==> src/rtl/fwd_mux_pipe.sv <==
// Registered N-to-1 forwarding mux with a valid/ready handshake on both sides.
// Define FWD_MUX_SKID_EN for a two-entry skid buffer with registered in_ready_o.
//
// state | meaning
// EMPTY | nothing stored, out_valid_o low
// ONE   | output register holds the oldest entry
// TWO   | output register plus skid entry held (skid build only)
module fwd_mux_pipe #(
  parameter int WIDTH  = 32,
  parameter int NUM_IN = 3,
  parameter int SEL_W  = 2
) (
  input  logic                    clk_i,
  input  logic                    rst_i,
  input  logic [NUM_IN*WIDTH-1:0] data_i,
  input  logic [SEL_W-1:0]        select_i,
  input  logic                    in_valid_i,
  output logic                    in_ready_o,
  input  logic                    flush_i,
  output logic [WIDTH-1:0]        data_o,
  output logic [SEL_W-1:0]        sel_o,
  output logic                    out_valid_o,
  input  logic                    out_ready_i
);

  typedef enum logic [1:0] {
    EMPTY = 2'd0,
    ONE   = 2'd1,
    TWO   = 2'd2
  } state_t;

  localparam logic [SEL_W-1:0] MAX_SEL = SEL_W'(NUM_IN - 1);

  state_t           state;
  logic [WIDTH-1:0] out_data;
  logic [SEL_W-1:0] out_sel;
  logic             out_valid;
  logic [SEL_W-1:0] sel_c;
  logic [WIDTH-1:0] mux_data;
  logic             ready;
  logic             accept;
  logic             xfer;

  // Out-of-range selects clamp to the last input.
  always_comb begin
    sel_c = (select_i > MAX_SEL) ? MAX_SEL : select_i;
  end

  always_comb begin
    mux_data = '0;
    for (int k = 0; k < NUM_IN; k++) begin
      if (sel_c == SEL_W'(k)) mux_data = data_i[k*WIDTH +: WIDTH];
    end
  end

  assign accept      = in_valid_i && ready && !flush_i;
  assign xfer        = out_valid && out_ready_i;
  assign in_ready_o  = ready;
  assign data_o      = out_data;
  assign sel_o       = out_sel;
  assign out_valid_o = out_valid;

`ifdef FWD_MUX_SKID_EN

  logic [WIDTH-1:0] skid_data;
  logic [SEL_W-1:0] skid_sel;
  logic             ready_q;

  assign ready = ready_q;

  always_ff @(posedge clk_i or negedge rst_i) begin
    if (!rst_i) begin
      state     <= EMPTY;
      out_valid <= 1'b0;
      out_data  <= '0;
      out_sel   <= '0;
      skid_data <= '0;
      skid_sel  <= '0;
      ready_q   <= 1'b1;
    end else if (flush_i) begin
      state     <= EMPTY;
      out_valid <= 1'b0;
      ready_q   <= 1'b1;
    end else begin
      case (state)
        EMPTY: begin
          if (accept) begin
            state     <= ONE;
            out_valid <= 1'b1;
            out_data  <= mux_data;
            out_sel   <= sel_c;
          end
        end
        ONE: begin
          if (accept && xfer) begin
            out_data <= mux_data;
            out_sel  <= sel_c;
          end else if (accept) begin
            // Downstream stalled: park the new entry behind the output.
            state     <= TWO;
            skid_data <= mux_data;
            skid_sel  <= sel_c;
            ready_q   <= 1'b0;
          end else if (xfer) begin
            state     <= EMPTY;
            out_valid <= 1'b0;
          end
        end
        TWO: begin
          if (xfer) begin
            state    <= ONE;
            out_data <= skid_data;
            out_sel  <= skid_sel;
            ready_q  <= 1'b1;
          end
        end
        default: begin
          state     <= EMPTY;
          out_valid <= 1'b0;
          ready_q   <= 1'b1;
        end
      endcase
    end
  end

`else

  assign ready = !out_valid || out_ready_i;

  always_ff @(posedge clk_i or negedge rst_i) begin
    if (!rst_i) begin
      state     <= EMPTY;
      out_valid <= 1'b0;
      out_data  <= '0;
      out_sel   <= '0;
    end else if (flush_i) begin
      state     <= EMPTY;
      out_valid <= 1'b0;
    end else begin
      case (state)
        EMPTY: begin
          if (accept) begin
            state     <= ONE;
            out_valid <= 1'b1;
            out_data  <= mux_data;
            out_sel   <= sel_c;
          end
        end
        ONE: begin
          // An accept here implies a same-cycle transfer, so the slot is replaced.
          if (accept) begin
            out_data <= mux_data;
            out_sel  <= sel_c;
          end else if (xfer) begin
            state     <= EMPTY;
            out_valid <= 1'b0;
          end
        end
        default: begin
          state     <= EMPTY;
          out_valid <= 1'b0;
        end
      endcase
    end
  end

`endif

endmodule

==> config.mk <==
export PLATFORM = sky130hd
export DESIGN_NAME = fwd_mux_pipe
export DESIGN_NICKNAME = d
export VERILOG_FILES = /design/src/rtl/fwd_mux_pipe.sv
export SDC_FILE = /design/constraint.sdc
export NUM_CORES = 1
export LEC_CHECK = 0
export ABC_CLOCK_PERIOD_IN_PS = 1300
export BUFFER_PORTS_ARGS = -buffer_cell sky130_fd_sc_hd__buf_2
export CAP_MARGIN = 25
export CORE_UTILIZATION = 38
export CTS_CLUSTER_SIZE = 24
export DETAILED_ROUTE_END_ITERATION = 12
export GPL_TIMING_DRIVEN = 0
export MAX_ROUTING_LAYER = met4
export PLACE_DENSITY_LB_ADDON = 0.12
export SYNTH_ARGS = -nofsm -noshare
export SYNTH_HDL_FRONTEND = slang
export SYNTH_SLANG_ARGS = --single-unit
export TNS_END_PERCENT = 5
==> constraint.sdc <==
create_clock -name clk_i -period 1.3 [get_ports clk_i]
set_input_delay 0.39 -clock clk_i [delete_from_list [all_inputs] [get_ports clk_i]]
set_output_delay 0.39 -clock clk_i [all_outputs]
set_load 0.005 [all_outputs]
# Yosys cells after proc, flatten, opt, wreduce, memory -nomap -nowiden
# Cells that the tools add are included.
# totals
register_bits	37
latch_bits	0
word_cells	37
input_bits	103
mem_count	0
out_inout_bits	36
romBits	0
ramBits	0
# op_classes
n_div	0
add_sub_neg	0
magnitude_cmp	1
n_reduce_logical	11
n_mux	14
mul	0
n_eq_ne	6
shifts	0
bitwise	1
# ops
op	n
$mux W32	3
$mux W2	5
$ne A3 B3 Y1 const B	3
$reduce_and A3 Y1	2
$eq A2 B1 Y1 const B	2
$logic_not A2 Y1	2
$mux W1	4
$pmux W2 S2	1
$logic_and A1 B1 Y1	3
$eq A2 B2 Y1 const B	1
$gt A2 B2 Y1 const B	1
$logic_not A1 Y1	2
$pmux W1 S2	1
$reduce_or A2 Y1	1
$logic_or A1 B1 Y1	1
$not A1 Y1	1

# Logic depth before layout (Yosys ltp)
# depth
ltp_word	7
mapped_depth	6
ltp_nobuf	3

# Least setup slack after synthesis
# OpenSTA, ideal clock, no wires.
# synth_path
path_kind	flip-flop to flip-flop
from	reg out_valid (netlist: out_valid_o)
to	reg out_sel[1] (netlist: sel_o[1])
setup_slack_ns	-0.071
stages_incl_launch_ff	6
t_arrival_ns	1.246
path_buffers	2
period_less_slack_ns	1.371
required_ns	1.175
cell_sequence	dfrtp_1 -> nor2b_4 -> buf_6 -> or2_1 -> buf_6 -> mux2_4
# synth_via
elab_chain_cells	5
# synth_lines
element	line	source
start: declaration	37	logic out_valid;
start signal: assignment	133	out_valid <= 1'b0;
start signal: assignment	138	out_valid <= 1'b0;
start signal: assignment	144	out_valid <= 1'b1;
$logic_not A1 Y1	128	assign ready = !out_valid || out_ready_i;
$logic_or A1 B1 Y1	128	
$logic_and A1 B1 Y1 (2 in a row)	56	assign accept = in_valid_i && ready && !flush_i;
$reduce_and A3 Y1 (no line)	--	
end signal: assignment	146	out_sel <= sel_c;
end signal: assignment	153	out_sel <= sel_c;
end: declaration	36	logic [SEL_W-1:0] out_sel;
# No other way between the ends.
# A chain may end at the register's enable or synchronous reset.

# Worst setup path after layout
# layout_path
from	reg out_valid (netlist: out_valid_o)
to	out in_ready_o
# layout_via
elab_chain_cells	2
# layout_lines
element	line	source
$logic_not A1 Y1	128	
$logic_or A1 B1 Y1	128	
end: declaration	18	output logic in_ready_o,
# No other way between the ends.

==> run_results.csv <==
group,metric,value,unit
route,wire_per_inst,13.5,um
power_and_ir_drop,finalPower,2880,uW
global_routing,grt_pass1_vias,1949,
place,place_congestion,0.707,
clocking,clk_pin_slew,60,ps
final_layout,final_cell_count_no_fill,405,
critical_path,cp-end-kind,"output pin",
timing,rsz0062_at_grt,"yes",
timing,finalHoldViolCount,0,
clocking,clock-root-buffer,"clkbuf_8",
floorplan,row_count,26,
timing,layout_min_cycle_time,1430,ps
power_and_ir_drop,clock_power_share,24.1,%
flow_run,maxCapViolations,0,
critical_path,cp_slowest_cell,"dfrtp_1",
min_path,hold_path.class,"primary input to asynchronous set/reset pin",
run_status,violations,"setup timing",
clocking,clock_latency,280,ps
timing,min_period_over_period,110,%
place,io_buffers,136,
floorplan,die_h,75.7,um
critical_path,crit_required,910,ps
critical_path,cp.arrival,1040,ps
floorplan,coreArea,5170,sq um
floorplan,start_util,39.9,%
clocking,cts_made_buffers,5,
final_layout,num_antenna_cells,0,
clocking,clock_sinks,35,
timing,slew-limit-headroom,47.4,%
global_routing,grt_max_degree,36,
global_routing,antenna_found_initial,0,
critical_path,worst-setup-path-type,"register to output pin",
critical_path,cp_cell_sequence,"nor2b_4 > clkbuf_16 > inv_4 > buf_6",
critical_path,max_stage_delay,340,ps
floorplan,dieArea,5730,sq um
synthesis,post_synth_num_cell_types,14,
synthesis,synth_warnings,0,
power_and_ir_drop,netSwitchingFraction,27.9,%
timing,finalWorstSetupSlack,-132,ps
power_and_ir_drop,peakVddDrop,0.686,mV
final_layout,syn2layout_area_growth,44.2,%
synthesis,syn_inst,192,
power_and_ir_drop,p_int,2080,uW
route,antenna_left,0,
synthesis,syn_area,2060,sq um
place,dp_hpwl,4330,um
floorplan,io_pins,139,
final_layout,layout_common_cells,"buf_2, dfrtp_1, o21ai_0, mux2_1, mux2i_1",
power_and_ir_drop,power_frac_comb,29.2,%
critical_path,startpoint,"out_valid_o$_DFFE_PN0P_",
timing,fmax,698,MHz
synthesis,avgSynthCellArea,10.8,sq um
final_layout,fin_nets,439,
synthesis,syn_nets,295,
timing,tightest_slew,789,ps
timing,holdWs,188,ps
route,routed_wl,5480,um
power_and_ir_drop,leakage,0.00155,uW
route,firstDrtPassIters,4,
power_and_ir_drop,switching_power,801,uW
synthesis,seq_area_frac_synth,42.4,%
clocking,cts_tree,"done",
critical_path,path_max_fanout,2,
timing,finClkSkew,1.75,ps
critical_path,cp-start-kind,"register",
power_and_ir_drop,power_density,966,nW/um^2
route,routed_via_density,4.88,
clocking,htree_levels,2,
timing,setup_viol,32,
global_routing,grt_pass1_wl,8440,um
global_routing,grt_util_all_layers,20.7,%
critical_path,rr_startpoint,"out_valid_o$_DFFE_PN0P_",
route,drtIter0Drc,30,
global_routing,grt_overflow,0,
floorplan,die_w,75.7,um
place,dp_cells,398,
clocking,cts_buffer_depth,2,
timing,slew_viol_final,0,
place,placed_area,2850,sq um
run_status,status,"finished, violations left",
final_layout,stdcell_area,2980,sq um
final_layout,drive_above_1_share,49.9,%
synthesis,synth_seq_cells,35,
final_layout,final_common_cell,"buf_2",
route,vias,1977,
clocking,hold_buffers,0,
power_and_ir_drop,seq_power_share,46.7,%
route,drc_errors,0,
==> worst max-delay path, delay by kind of cell, from the launching register on <==
| kind | cells | cell delay, ps |
|---|---|---|
| and+or+nand+nor | 1 | 160 |
| buffers and inverters | 3 | 260 |
| DFF | 1 | 340 |
==> worst paths after layout <==
check / to / slack (ps) / cells past startpoint
setup / recovery: in_ready_o / -130 / 4
hold / removal: data_o[7]$_DFFE_PN0P_ / 190 / 1
setup reg to reg: sel_o[1]$_DFFE_PN0P_ / -110 / 5
hold reg to reg: sel_o[0]$_DFFE_PN0P_ / 510 / 2
max in group asynchronous: data_o[14]$_DFFE_PN0P_ / 600 / 1
min in group clk_i: out_valid_o$_DFFE_PN0P_ / 270 / 2
==> registers in the layout (all words and copies together) (netlist names) <==
signal	flops
data_o	32
out_valid_o	1
sel_o	2
==> cell usage after synthesis <==
master / n / area share (%)
nor2b_4: 1 / 0.67
mux2i_1: 32 / 16
o21ai_1: 33 / 8.0
mux2_1: 32 / 17
clkbuf_1: 6 / 1.1
or2_1: 1 / 0.30
buf_2: 8 / 1.9
dfrtp_1: 35 / 42
nand2b_1: 2 / 0.61
nor2_1: 2 / 0.36
mux2_4: 1 / 0.73
inv_1: 1 / 0.18
o21ai_0: 33 / 8.0
buf_6: 5 / 2.7
==> power by group through the flow <==
stage	clock network (uW)	registers, uW	logic [uW]
floorplan	0	1380	371
global placement	0	1350	813
detailed placement	0	1360	827
CTS	729	1340	836
global route	776	1370	944
finish	692	1340	841
==> routing by layer <==
metal	vias to the layer above	share of wire, %	routed length, um	global-route usage [%]
li1	980	-	-	-
met1	923	42	2290	23.2
met2	67	52	2850	36.4
met3	7	5.0	276	3.97
met4	0	1.3	71	7.61
met5	-	0	0	-
==> metrics by stage <==
stage / setup slack [ps] / TNS [ps] / util (%)
after CTS: -157 / -1890 / 56.9
final: -132 / -1530 / 57.6
after global routing: -193 / -3730 / 57.6
after global placement: -358 / -4740 / 55.1
after floorplan: -53.1 / -612 / -
after detailed placement: -369 / -5200 / 55.1
==> logic make-up (layout without fill, tap and decap cells) <==
kind of cell	Yosys count	after routing	synth area share (%)
flip-flops	35	35	42.4
buffers and inverters	20	163	5.94
multiplexers	65	65	33.7
AND/OR/NAND/NOR	6	6	1.94
AO/OA/AOI/OAI	66	66	16.0
==> final cells by class <==
cell class | count | area [sq um]
fill | 505 | 2190
multi-input combinational | 137 | 1100
sequential | 35 | 876
timing repair buffer | 138 | 702
buffer | 18 | 138
tap | 70 | 87.6
clock buffer | 6 | 72.6
inverter | 1 | 6.26
==> timing repair <==
item / in CTS / in global routing
hold endpoints to repair: 0 / 0
setup buffers: 2 / 0
pin swaps: 0 / 2
gates resized for setup: 5 / 10
setup endpoints to repair: 31 / 32
Power figures use the tool's default switching activity.
